<file path="src/rtl/vending_pkg.sv">
// Shared definitions for the vending transaction controller: coin encoding,
// coin-to-credit conversion and controller states.
package vending_pkg;

  localparam logic [1:0] COIN_NONE = 2'b00;
  localparam logic [1:0] COIN_5    = 2'b01;
  localparam logic [1:0] COIN_10   = 2'b10;
  localparam logic [1:0] COIN_BAD  = 2'b11;

  typedef enum logic [1:0] {
    ST_IDLE   = 2'd0,
    ST_VEND   = 2'd1,
    ST_CHANGE = 2'd2,
    ST_FAULT  = 2'd3
  } state_e;

  // Credit value of a coin in 5-units; invalid and absent coins are worth nothing.
  function automatic logic [1:0] coin_value(input logic [1:0] c);
    case (c)
      COIN_5:  return 2'd1;
      COIN_10: return 2'd2;
      default: return 2'd0;
    endcase
  endfunction

endpackage

</file>
<file path="src/rtl/vend_watchdog.sv">
// Handshake watchdog: counts cycles spent waiting for a done pulse and flags
// expiry on the TIMEOUT-th waiting cycle.
module vend_watchdog #(
  parameter int TIMEOUT = 16
) (
  input  logic clk_i,
  input  logic rst_ni,
  input  logic clear_i,
  input  logic enable_i,
  output logic expired_o
);

  localparam int CW = $clog2(TIMEOUT + 1);

  logic [CW-1:0] cnt_q, cnt_d;

  always_comb begin
    cnt_d = cnt_q;
    if (clear_i) begin
      cnt_d = '0;
    end else if (enable_i && (cnt_q != CW'(TIMEOUT - 1))) begin
      cnt_d = cnt_q + CW'(1);
    end
  end

  always_ff @(posedge clk_i or negedge rst_ni) begin
    if (!rst_ni) begin
      cnt_q <= '0;
    end else begin
      cnt_q <= cnt_d;
    end
  end

  // Expiry must not depend on clear_i: clear is derived from the next state,
  // which itself depends on expiry.
  assign expired_o = enable_i && (cnt_q == CW'(TIMEOUT - 1));

endmodule

</file>
<file path="src/rtl/vending_ctrl.sv">
// Vending transaction controller: credit accumulation, per-item stock,
// motor/hopper handshakes, refunds and a sticky watchdog fault.
module vending_ctrl
  import vending_pkg::*;
#(
  parameter int PRICE      = 4,
  parameter int MAX_CREDIT = 7,
  parameter int STOCK_INIT = 2,
  parameter int STOCK_W    = 4,
  parameter int TIMEOUT    = 16
) (
  input  logic       clk,
  input  logic       rst,
  input  logic [1:0] coin,
  output logic       coin_accept,
  input  logic       sel_valid,
  input  logic [1:0] sel_item,
  input  logic       refund_req,
  input  logic       restock,
  output logic       motor_go,
  output logic [1:0] motor_item,
  input  logic       motor_done,
  output logic       hopper_go,
  input  logic       hopper_done,
  output logic [2:0] credit,
  output logic [3:0] sold_out,
  output logic       busy,
  output logic       fault
);

  state_e             state_q, state_d;
  logic [2:0]         credit_q, credit_d;
  logic               motor_go_q, motor_go_d;
  logic [1:0]         motor_item_q, motor_item_d;
  logic               hopper_go_q, hopper_go_d;
  logic               fault_q, fault_d;
  logic [STOCK_W-1:0] stock_q [4];
  logic [STOCK_W-1:0] stock_d [4];

  logic [3:0] coin_sum;
  logic [2:0] credit_in;
  logic       can_vend, do_refund;
  logic       wd_clear, wd_enable, wd_expired;

  // Sum is one bit wider than credit so an over-limit coin cannot wrap.
  assign coin_sum    = {1'b0, credit_q} + {2'b00, coin_value(coin)};
  assign coin_accept = (state_q == ST_IDLE) && (coin != COIN_BAD)
                       && (coin_sum <= 4'(MAX_CREDIT));
  assign credit_in   = coin_accept ? coin_sum[2:0] : credit_q;
  assign can_vend    = sel_valid && (credit_q >= 3'(PRICE)) && (stock_q[sel_item] != '0);
  assign do_refund   = refund_req && (credit_q != '0);

  always_ff @(posedge clk or negedge rst) begin
    if (!rst) begin
      state_q <= ST_IDLE;
    end else begin
      state_q <= state_d;
    end
  end

  always_comb begin
    state_d = state_q;
    case (state_q)
      ST_IDLE: begin
        if (can_vend)       state_d = ST_VEND;
        else if (do_refund) state_d = ST_CHANGE;
      end
      ST_VEND: begin
        if (motor_done)      state_d = (credit_q != '0) ? ST_CHANGE : ST_IDLE;
        else if (wd_expired) state_d = ST_FAULT;
      end
      ST_CHANGE: begin
        if (hopper_done) begin
          if (credit_q == 3'd1) state_d = ST_IDLE;
        end else if (wd_expired) begin
          state_d = ST_FAULT;
        end
      end
      default: state_d = ST_FAULT;
    endcase
  end

  always_comb begin
    credit_d     = credit_q;
    motor_go_d   = motor_go_q;
    motor_item_d = motor_item_q;
    hopper_go_d  = hopper_go_q;
    fault_d      = fault_q;
    for (int i = 0; i < 4; i++) stock_d[i] = stock_q[i];
    case (state_q)
      ST_IDLE: begin
        if (restock) begin
          for (int i = 0; i < 4; i++) stock_d[i] = STOCK_W'(STOCK_INIT);
        end
        if (can_vend) begin
          credit_d     = credit_in - 3'(PRICE);
          motor_go_d   = 1'b1;
          motor_item_d = sel_item;
        end else if (do_refund) begin
          credit_d    = credit_in;
          hopper_go_d = 1'b1;
        end else begin
          credit_d = credit_in;
        end
      end
      ST_VEND: begin
        if (motor_done) begin
          motor_go_d = 1'b0;
          if (stock_q[motor_item_q] != '0) begin
            stock_d[motor_item_q] = stock_q[motor_item_q] - STOCK_W'(1);
          end
          if (credit_q != '0) hopper_go_d = 1'b1;
        end else if (wd_expired) begin
          motor_go_d = 1'b0;
          fault_d    = 1'b1;
        end
      end
      ST_CHANGE: begin
        if (hopper_done) begin
          credit_d = credit_q - 3'd1;
          if (credit_q == 3'd1) hopper_go_d = 1'b0;
        end else if (wd_expired) begin
          hopper_go_d = 1'b0;
          fault_d     = 1'b1;
        end
      end
      default: begin
        motor_go_d  = 1'b0;
        hopper_go_d = 1'b0;
        fault_d     = 1'b1;
      end
    endcase
  end

  always_ff @(posedge clk or negedge rst) begin
    if (!rst) begin
      credit_q     <= '0;
      motor_go_q   <= 1'b0;
      motor_item_q <= '0;
      hopper_go_q  <= 1'b0;
      fault_q      <= 1'b0;
      for (int i = 0; i < 4; i++) stock_q[i] <= STOCK_W'(STOCK_INIT);
    end else begin
      credit_q     <= credit_d;
      motor_go_q   <= motor_go_d;
      motor_item_q <= motor_item_d;
      hopper_go_q  <= hopper_go_d;
      fault_q      <= fault_d;
      stock_q      <= stock_d;
    end
  end

  // One counter serves both handshakes since only one is ever outstanding.
  assign wd_enable = (state_q == ST_VEND) || (state_q == ST_CHANGE);
  assign wd_clear  = (state_d != state_q)
                     || ((state_q == ST_VEND) && motor_done)
                     || ((state_q == ST_CHANGE) && hopper_done);

  vend_watchdog #(
    .TIMEOUT(TIMEOUT)
  ) u_watchdog (
    .clk_i    (clk),
    .rst_ni   (rst),
    .clear_i  (wd_clear),
    .enable_i (wd_enable),
    .expired_o(wd_expired)
  );

  always_comb begin
    for (int i = 0; i < 4; i++) sold_out[i] = (stock_q[i] == '0);
  end

  assign credit     = credit_q;
  assign motor_go   = motor_go_q;
  assign motor_item = motor_item_q;
  assign hopper_go  = hopper_go_q;
  assign busy       = (state_q != ST_IDLE);
  assign fault      = fault_q;

endmodule

</file>
<file path="config.mk">
export PLATFORM = sky130hd
export DESIGN_NAME = vending_ctrl
export DESIGN_NICKNAME = d
export VERILOG_FILES = /design/src/rtl/vending_pkg.sv /design/src/rtl/vend_watchdog.sv /design/src/rtl/vending_ctrl.sv
export SDC_FILE = /design/constraint.sdc
export NUM_CORES = 1
export LEC_CHECK = 0
export BUFFER_PORTS_ARGS = -buffer_cell sky130_fd_sc_hd__clkbuf_2
export CAP_MARGIN = 5
export CORE_MARGIN = 3
export CORE_UTILIZATION = 25
export DETAILED_ROUTE_END_ITERATION = 16
export SETUP_SLACK_MARGIN = 0.2
export SYNTH_ARGS = -nofsm -noshare
export SYNTH_HDL_FRONTEND = slang
export SYNTH_HIERARCHICAL = 1
export SYNTH_SLANG_ARGS = --single-unit
</file>
<file path="constraint.sdc">
create_clock -name clk -period 7.1 [get_ports clk]
set_clock_uncertainty 0.2 [all_clocks]
set_input_delay 0.71 -clock clk [delete_from_list [all_inputs] [get_ports clk]]
set_output_delay 0.71 -clock clk [all_outputs]
set_load 0.02 [all_outputs]
</file>
# After elaboration in Yosys (flattened, before gate mapping)
# Cells that the tools add are included.
[word_totals] register_bits=31 latchBits=0 ramBits=0 romBits=0 out_inout_bits=14 n_memories=0
[classes] add_sub_neg=5 n_mul=0 div=0 n_lt_le_gt_ge=5 n_eq_ne=22 shifts=0 mux=43 n_bitwise=4 reduce_logical=31
[ops] cell="two-way mux 16 bit" n=3
[ops] cell="one-hot mux 16 bit (2 select lines)" n=1
[ops] cell="inequality test 2 bit (second input constant)" n=11
[ops] cell="two-way mux 4 bit" n=5
[ops] cell="binary-select mux 4 bit (select 2 bit)" n=2
[ops] cell="bitwise mux 16 bit" n=1
[ops] cell="logical NOT 4 bit" n=4
[ops] cell="two-way mux 2 bit" n=7
[ops] cell="two-way mux 1 bit" n=12
[ops] cell="logical AND 1 bit" n=10
[ops] cell="two-way mux 5 bit" n=2
[ops] cell="greater-or-equal comparator 3 bit (second input constant)" n=3
[ops] cell="two-way mux 3 bit" n=3
[ops] cell="one-hot mux 1 bit (3 select lines)" n=3
[ops] cell="demux 4 bit (select 2 bit)" n=1
[ops] cell="nonzero test 2 bit" n=4
[ops] cell="nonzero test 4 bit" n=2
[ops] cell="inequality test 3 x 2 -> 1 bit (second input constant)" n=2
[ops] cell="NOT 2 -> 3 bit" n=2
[ops] cell="one-hot mux 2 bit (3 select lines)" n=1
[ops] cell="one-hot mux 3 bit (2 select lines)" n=1
[ops] cell="AND reduction 3 bit" n=2
[ops] cell="AND reduction 6 bit" n=1
[ops] cell="adder 5 x 1 -> 5 bit (second input constant)" n=1
[ops] cell="other kinds (20)" n=26

# Longest topological paths before layout
# Gate-level depths: netlist of run 1.
[depth] depth_word=12 mapped_depth=11

# Cells and area by module
# Netlist of run 1, hierarchy kept.
[by_module_without_submodules] mod="vending_ctrl" n_inst=1 cells_each=192 area_each_um2=1762.9 seq_area_each_um2=655.6
[by_module_without_submodules] mod="vend_watchdog" n_inst=1 cells_each=24 area_each_um2=275.3 seq_area_each_um2=125.1

# Worst setup path before layout of run 1
# No wires, ideal clock.
[synth_path] path_type="reg2reg" start="register stock_q[0] (netlist bit)" end="register u_watchdog.cnt_q[3]" setup_time_ps=125 arrival_ps=2397 slack_ps=4378 stages_incl_launch_ff=9 path_buffers=0 period_less_slack_ps=2722 cell_sequence="dfrtp_1 > nor4_1 > a22oi_1 > nand4_1 > o22ai_1 > xnor2_1 > nand4_1 > nor2_1 > mux2_4"
[synth_between] elab_chain_cells=11
[synth_rtl] item="from (decl)" line_no="vending_ctrl.sv:37" rtl="logic [STOCK_W-1:0] stock_q [4];"
[synth_rtl] item="from (signal assigned)" line_no="vending_ctrl.sv:149" rtl="stock_q <= stock_d;"
[synth_rtl] item="binary-select mux 4 bit (select 2 bit) (*)" line_no="vending_ctrl.sv:50" rtl="assign can_vend = sel_valid && (credit_q >= 3'(PRICE)) && (stock_q[sel_item] != '0);"
[synth_rtl] item="two-way mux 4 bit (implied by the code) (*) (2 in series)" line_no="vending_ctrl.sv:50"
[synth_rtl] item="nonzero test 4 bit (*)" line_no="vending_ctrl.sv:50"
[synth_rtl] item="logical AND 1 bit (*)" line_no="vending_ctrl.sv:50"
[synth_rtl] item="two-way mux 2 bit (*)" line_no="vending_ctrl.sv:65" rtl="if (can_vend) state_d = ST_VEND;"
[synth_rtl] item="one-hot mux 2 bit (3 select lines) (*)" line_no="vending_ctrl.sv:63" rtl="case (state_q)"
[synth_rtl] item="via state_d[0]" line_no="vending_ctrl.sv:31" rtl="state_e state_q, state_d;"
[synth_rtl] item="inequality test 2 bit (*)" line_no="vending_ctrl.sv:155" rtl="assign wd_clear = (state_d != state_q)"
[synth_rtl] item="logical OR 1 bit (*)" line_no="vending_ctrl.sv:156" rtl="|| ((state_q == ST_VEND) && motor_done)"
[synth_rtl] item="logical OR 1 bit (*)" line_no="vending_ctrl.sv:157" rtl="|| ((state_q == ST_CHANGE) && hopper_done);"
[synth_rtl] item="via wd_clear" line_no="vending_ctrl.sv:43" rtl="logic wd_clear, wd_enable, wd_expired;"
[synth_rtl] item="two-way mux 5 bit or nonzero test 2 bit (tied branches)"
[synth_rtl] item="to (signal assigned)" line_no="vend_watchdog.sv:30" rtl="cnt_q <= cnt_d;"
[synth_rtl] item="to (decl)" line_no="vend_watchdog.sv:15" rtl="logic [CW-1:0] cnt_q, cnt_d;"
# Mark *: on every way through the listed nets, which the timed path passes. The rest lies on a longest branch. The select of a mux whose other input is x is not followed.
# A chain may end at the register's enable or synchronous reset.

# Worst setup path after layout of run 1
[layout_path] start="register state_q[1]" end="register u_watchdog.cnt_q[3]"
[layout_between] elab_chain_cells=10
[layout_rtl] item="from (decl)" line_no="vending_ctrl.sv:31"
[layout_rtl] item="from (signal assigned)" line_no="vending_ctrl.sv:57" rtl="state_q <= state_d;"
[layout_rtl] item="equality test 2 x 1 -> 1 bit or equality test 2 bit (tied branches)" line_no="vending_ctrl.sv:63, vending_ctrl.sv:154"
[layout_rtl] item="logical OR 1 bit" line_no="vending_ctrl.sv:154" rtl="assign wd_enable = (state_q == ST_VEND) || (state_q == ST_CHANGE);"
[layout_rtl] item="logical AND 1 bit" line_no="vend_watchdog.sv:36" rtl="assign expired_o = enable_i && (cnt_q == CW'(TIMEOUT - 1));"
[layout_rtl] item="two-way mux 2 bit" line_no="vending_ctrl.sv:70, vending_ctrl.sv:75"
[layout_rtl] item="two-way mux 2 bit (on tied branches)" line_no="vending_ctrl.sv:73, vending_ctrl.sv:69"
[layout_rtl] item="one-hot mux 2 bit (3 select lines) (*)" line_no="vending_ctrl.sv:63"
[layout_rtl] item="via state_d[1]" line_no="vending_ctrl.sv:31"
[layout_rtl] item="inequality test 2 bit (*)" line_no="vending_ctrl.sv:155"
[layout_rtl] item="logical OR 1 bit (*)" line_no="vending_ctrl.sv:156"
[layout_rtl] item="logical OR 1 bit (*)" line_no="vending_ctrl.sv:157"
[layout_rtl] item="via wd_clear" line_no="vending_ctrl.sv:43"
[layout_rtl] item="two-way mux 5 bit or nonzero test 2 bit (tied branches)"
# Mark *: on every way through the listed nets, which the timed path passes. The rest lies on a longest branch.

==> results of run 1 <==
-- worst max-delay path, delay by kind of cell (launching register included) --
kind	cells	cell delay, ns
compound gates	3	0.75
xor+xnor	1	0.14
buf+inv	1	0.12
fa+ha+maj	1	0.39
mux	1	0.15
flops	1	0.46
simple gates	3	0.69
-- cell type report --
type,count,area share (%)
timing repair buffer,24,5.10
inverter,18,2.87
sequential,31,33.1
multi-input combinational,162,49.2
tap,102,5.42
clock buffer,8,4.25
-- registers in the layout, summed over array words and instances (netlist names) --
name / count
motor_go: 1
credit: 3
hopper_go: 1
u_watchdog/cnt_q: 5
stock_q: 16
motor_item: 2
fault: 1
state_q: 2
-- synth_stat cells (all sizes together), types with 4 or more instances --
cell | count | area share [%]
dfrtp | 27 | 33
nand2 | 26 | 4.9
a21oi | 18 | 4.6
inv | 18 | 3.3
nor2 | 17 | 3.3
o21ai | 15 | 3.7
ha | 12 | 7.4
nor2b | 9 | 3.1
nand2b | 7 | 2.1
xnor2 | 6 | 2.6
buf | 4 | 1.3
dfstp | 4 | 5.2
mux2 | 4 | 2.4
mux4 | 4 | 4.8
nand4 | 4 | 1.5
nor3 | 4 | 0.98
nor4 | 4 | 1.2
-- path summary, 6_finish.rpt --
path                                  endpoint  depth (start not counted)
max                        u_watchdog/cnt_q[3]                         10
min                                 stock_q[1]                          2
max reg2reg                u_watchdog/cnt_q[3]                         10
min reg2reg                         stock_q[1]                          2
max in group asynchronous           stock_q[7]                          1
min in group asynchronous            credit[1]                          1
-- kinds of logic after synthesis --
kind of cell | Yosys count | synth area share [%]
buffers and inverters | 23 | 4.79
xor gates and xnor gates | 8 | 3.44
AOI/OAI and AO/OA | 51 | 16.3
adders and majority gates | 13 | 8.35
and+or+nand+nor | 81 | 21.1
muxes | 9 | 7.67
DFF | 31 | 38.3
-- per-stage QoR --
step                hold slack, ns  area, um2
floorplan                    0.214       2040
global placement             0.262       2260
detailed placement           0.262       2260
CTS                          0.273       2360
global route                 0.292       2360
finish                       0.274       2360
-- routing by layer --
layer / routed length, um / share of wire [%] / up-vias
li1: - / - / 809
met1: 2310 / 49 / 820
met2: 2080 / 45 / 35
met3: 218 / 4.7 / 6
met4: 63 / 1.4 / 0
met5: 0 / 0 / -
-- report_power, final --
group	switching, mW	internal (mW)
clock network	0.0685	0.0884
registers	0.0619	0.223
logic	0.288	0.194
total	0.418	0.505
==> out/metrics.cfg, run 1 <==
[worst_setup_path]
r2r_start = state_q[1]
worstSetupPathType = register to register
path_cells = inv_1 > ha_1 > nor2b_1 > o21a_1 > a211o_1 > a211o_1 > xnor2_1 > nand4_1 > nor2b_1 > mux2_4
slowest_delay_ns = 0.46
setup.worst_path.start = state_q[1]
rrSetupSlack_ns = 4.15
cp-end-kind = register
critPathArrivalTime_ns = 2.99
worst_ep_required_time_ns = 7.14
path_max_fanout = 15
startpoint_type = register
crit_slowest_cell = dfrtp_1

[clock_tree]
clk_pin_slew_ns = 0.07
clk_latency_ns = 0.29
cts.htree.levels = 2
cts_hold_buffers = 0
ctsLongestPathBuffers = 2
cts_tree = done
postCtsSetupRepairBufs = 0
post_cts_resized = 0
numCtsBuffers = 5
cts_root_buffer = clkbuf_8
cts.sinks = 31

[timing]
relSlewSlack_pct = 47.0
tightest_slew_ns = 0.796
min_period_ns = 2.95
tns_ns = 0
worst_slack_ns = 4.15
finalMaxSlewViolations = 0
finalSetupViolations = 0
final-hold-violation-count = 0
rsz0062_at_grt = false
period_share_pct = 41.6
max_freq_mhz = 339

[routing]
post_drt_wl_per_cell_um = 13.5
drtPass1Iterations = 4
wirelength_um = 4670
drtIter0Drc = 83
viasPerCell = 4.84
drc_errors = 0
antenna_left = 0
vias = 1670

[grt]
grt_max_degree = 32
grt.busiest_layer = met2
grt_use_met2_pct = 15.6
grtUsageTotal_pct = 11.0
grt_use_met1_pct = 15.5
first_global_vias = 1551
grt_pass1_wl_um = 7710
grt_overflow_total = 0
antenna_found_initial = 0
use_met3_pct = 3.52

[power_and_ir_drop]
powerDensity_nw_per_um2 = 392
finalPower_mw = 0.923
vdd_drop_max_mv = 0.0774
cellLeakagePower_nw = 1.06

[place]
pre_cts_ws_ns = 4.18
dp.cells = 337
portBuffers = 24
globalplace.congestion = 0.876
place_hpwl_um = 3500

[final_layout]
final_common_cell = dfrtp_1
layout-area-overhead-vs-synth_pct = 15.6
final_cell_mix = 27 x dfrtp_1, 25 x nand2_1, 24 x clkbuf_2
register_area_um2 = 781
num_antenna_cells = 0
layout.cells.non_filler = 345
drive_above_1_share_pct = 21.8
multi_input_area_um2 = 1160
final_util_pct = 30.2
fin_nets = 266
nFillCells = 818

[logic_synthesis]
synth_edf_count = 0
synthArstFlopShare_pct = 100
ys_types = 48
synth_area_um2 = 2040
ys_ff_latch = 31
yosysSeqAreaShare_pct = 38.3
synth_ff_type = dfrtp_1
syn_inst = 216
synth_warnings = 6
synth_fp_nets = 240
syn_area_per_cell_um2 = 9.44

[run_status]
status = finished, final reports clean

[min_path]
worstHoldStart = stock_q[1]
hp-class = register to register

[floorplan]
coreArea_um2 = 7810
rows = 32
num_io_pins = 25
start_util_pct = 26.1
die-area_um2 = 9270
fp.dieH_um = 96.3
die_w_um = 96.3

[run]
maxCapViolCount = 0

Note: power is estimated with default switching activity, not from simulation.
==> run 2, diff against run 1 <==
Clock period 7.1 ns to 2.98 ns, I/O delays scaled along.
==> run 2 against run 1 <==
  * Combinational power rose to 2.6 times the previous value
  * Via count down 0.30%
  * Global-route usage about the same
  * Largest cell class unchanged
  * Wire length up 1.5%
==> out/metrics.cfg, run 2 (synthesized netlist as in run 1, its figures left out) <==
[worst_setup_path]
critPathArrivalTime_ns = 2.68
crit_slowest_cell = a2111oi_0
rrSetupSlack_ns = 0.28
slowest_delay_ns = 0.52
rr_worst_depth = 10
timing.rr.end = u_watchdog/cnt_q[3]
startpoint_type = register
r2r_start = credit[0]
path_cells = inv_1 > ha_1 > nand2b_1 > nand2_1 > a2111oi_0 > o22ai_1 > xnor2_1 > nand4_1 > nor2_1 > mux2_4
path_max_fanout = 6
worstSetupPathType = register to register
worst_ep_required_time_ns = 2.96
cp-end-kind = register

[clock_tree]
cts.sinks = 31
cts_tree = done
ctsLongestPathBuffers = 2
numCtsBuffers = 5
clk_latency_ns = 0.29
cts_root_buffer = clkbuf_8
cts.htree.levels = 2
clk_pin_slew_ns = 0.07

[grt]
first_global_vias = 1619
grt_pass1_wl_um = 7780
grt_overflow_total = 0
antenna_found_initial = 0
grt_max_degree = 32
grtUsageTotal_pct = 11.0

[floorplan]
fp.dieH_um = 96.3
num_io_pins = 25
die-area_um2 = 9270
die_w_um = 96.3
start_util_pct = 26.1
rows = 32
coreArea_um2 = 7810

[final_layout]
final_cell_mix = 25 x nand2_1, 24 x dfrtp_1, 24 x clkbuf_2
fin_nets = 274
layout-area-overhead-vs-synth_pct = 20.0
largest-register = stock_q
final_common_cell = nand2_1
num_antenna_cells = 0
largest_register_ffs = 16
drive_above_1_share_pct = 26.7
final_util_pct = 31.3

[run_status]
status = finished, final reports clean

[routing]
wirelength_um = 4740
drtPass1Iterations = 4
vias = 1665
viasPerCell = 4.72
antenna_left = 0
drtIter0Drc = 61
post_drt_wl_per_cell_um = 13.4
drc_errors = 0

[timing]
min_period_ns = 2.70
rsz0062_at_grt = true
finalMaxSlewViolations = 0
finalSetupViolations = 0
max_freq_mhz = 370
period_share_pct = 90.7
tns_ns = 0
final-hold-violation-count = 0
relSlewSlack_pct = 50.5
tightest_slew_ns = 0.742

[power_and_ir_drop]
pwr-share-seq_pct = 29.8
clockPowerShare_pct = 15.9
powerDensity_nw_per_um2 = 932
power.switching_mw = 1.01
switching_share_pct = 44.1
pwr-share-comb_pct = 54.3
intPower_mw = 1.27
cellLeakagePower_nw = 1.09
vdd_drop_max_mv = 0.203

[min_path]
min_to = motor_item[1]
whs_path_depth = 3
worstHoldStart = sel_valid
hp-class = primary input to register

[place]
globalplace.congestion = 0.867
portBuffers = 24
place_hpwl_um = 3610

[run]
maxCapViolCount = 0

-- run 2: cell type report --
| cell class | count | area [um2] |
|---|---|---|
| sequential | 31 | 785 |
| multi-input combinational | 162 | 1180 |
| fill | 813 | 5360 |
| tap | 102 | 128 |
| clock buffer | 8 | 100 |
| timing repair buffer | 32 | 183 |
| inverter | 18 | 67.6 |
-- run 2: stage by stage --
| stage | setup WS (ns) | area [um2] | power [mW] | instances | hold slack, ns |
|---|---|---|---|---|---|
| after global placement | 0.194 | 2290 | 1.83 | 341 | 0.210 |
| after CTS | 0.210 | 2420 | 2.29 | 353 | 0.0979 |
| final | 0.277 | 2440 | 2.28 | 353 | 0.101 |
| after global routing | 0.0368 | 2440 | 2.47 | 353 | 0.117 |
| after floorplan | 0.258 | 2040 | 1.55 | 216 | -0.198 |
| after detailed placement | 0.106 | 2290 | 1.86 | 341 | 0.208 |
-- run 2: per-layer routing --
metal,share of wire (%),global-route usage (%)
met5,0,0
met2,45,16.6
met1,48,14.4
met3,5.2,3.21
met4,2.0,4.79
-- run 2: power groups by stage --
stage | clock [mW] | combinational [mW] | sequential, mW
finish | 0.362 | 1.24 | 0.679
global route | 0.393 | 1.38 | 0.702
CTS | 0.373 | 1.24 | 0.672
detailed placement | 0 | 1.18 | 0.682
global placement | 0 | 1.16 | 0.679
floorplan | 0 | 0.874 | 0.676
-- run 2: timing repair --
| action | 4_1_cts | 5_1_grt |
|---|---|---|
| hold buffers | 1 | 0 |
| resized for setup | 1 | 7 |
| setup endpoints to repair | 2 | 18 |
| buffers inserted | 3 | 0 |
| pin swaps | 0 | 3 |
| hold endpoints to repair | 27 | 0 |
-- run 2: worst max path at each step --
stage / from / end / slack, ns
floorplan: stock_q[0] / u_watchdog/cnt_q[3] / 0.26
global placement: u_watchdog/cnt_q[0] / u_watchdog/cnt_q[3] / 0.19
detailed placement: u_watchdog/cnt_q[0] / u_watchdog/cnt_q[3] / 0.11
CTS: u_watchdog/cnt_q[1] / u_watchdog/cnt_q[3] / 0.21
global route: credit[1] / u_watchdog/cnt_q[2] / 0.04
finish: credit[0] / u_watchdog/cnt_q[3] / 0.28
-- run 2: critical path, delay by kind of cell (launching register included) --
family	cells	cell delay, ns
adder cells (fa/ha/maj)	1	0.20
AO/OA/AOI/OAI	2	0.73
XOR/XNOR	1	0.17
multiplexers	1	0.26
flip-flops	1	0.46
AND/OR/NAND/NOR	4	0.48
buffers and inverters	1	0.09
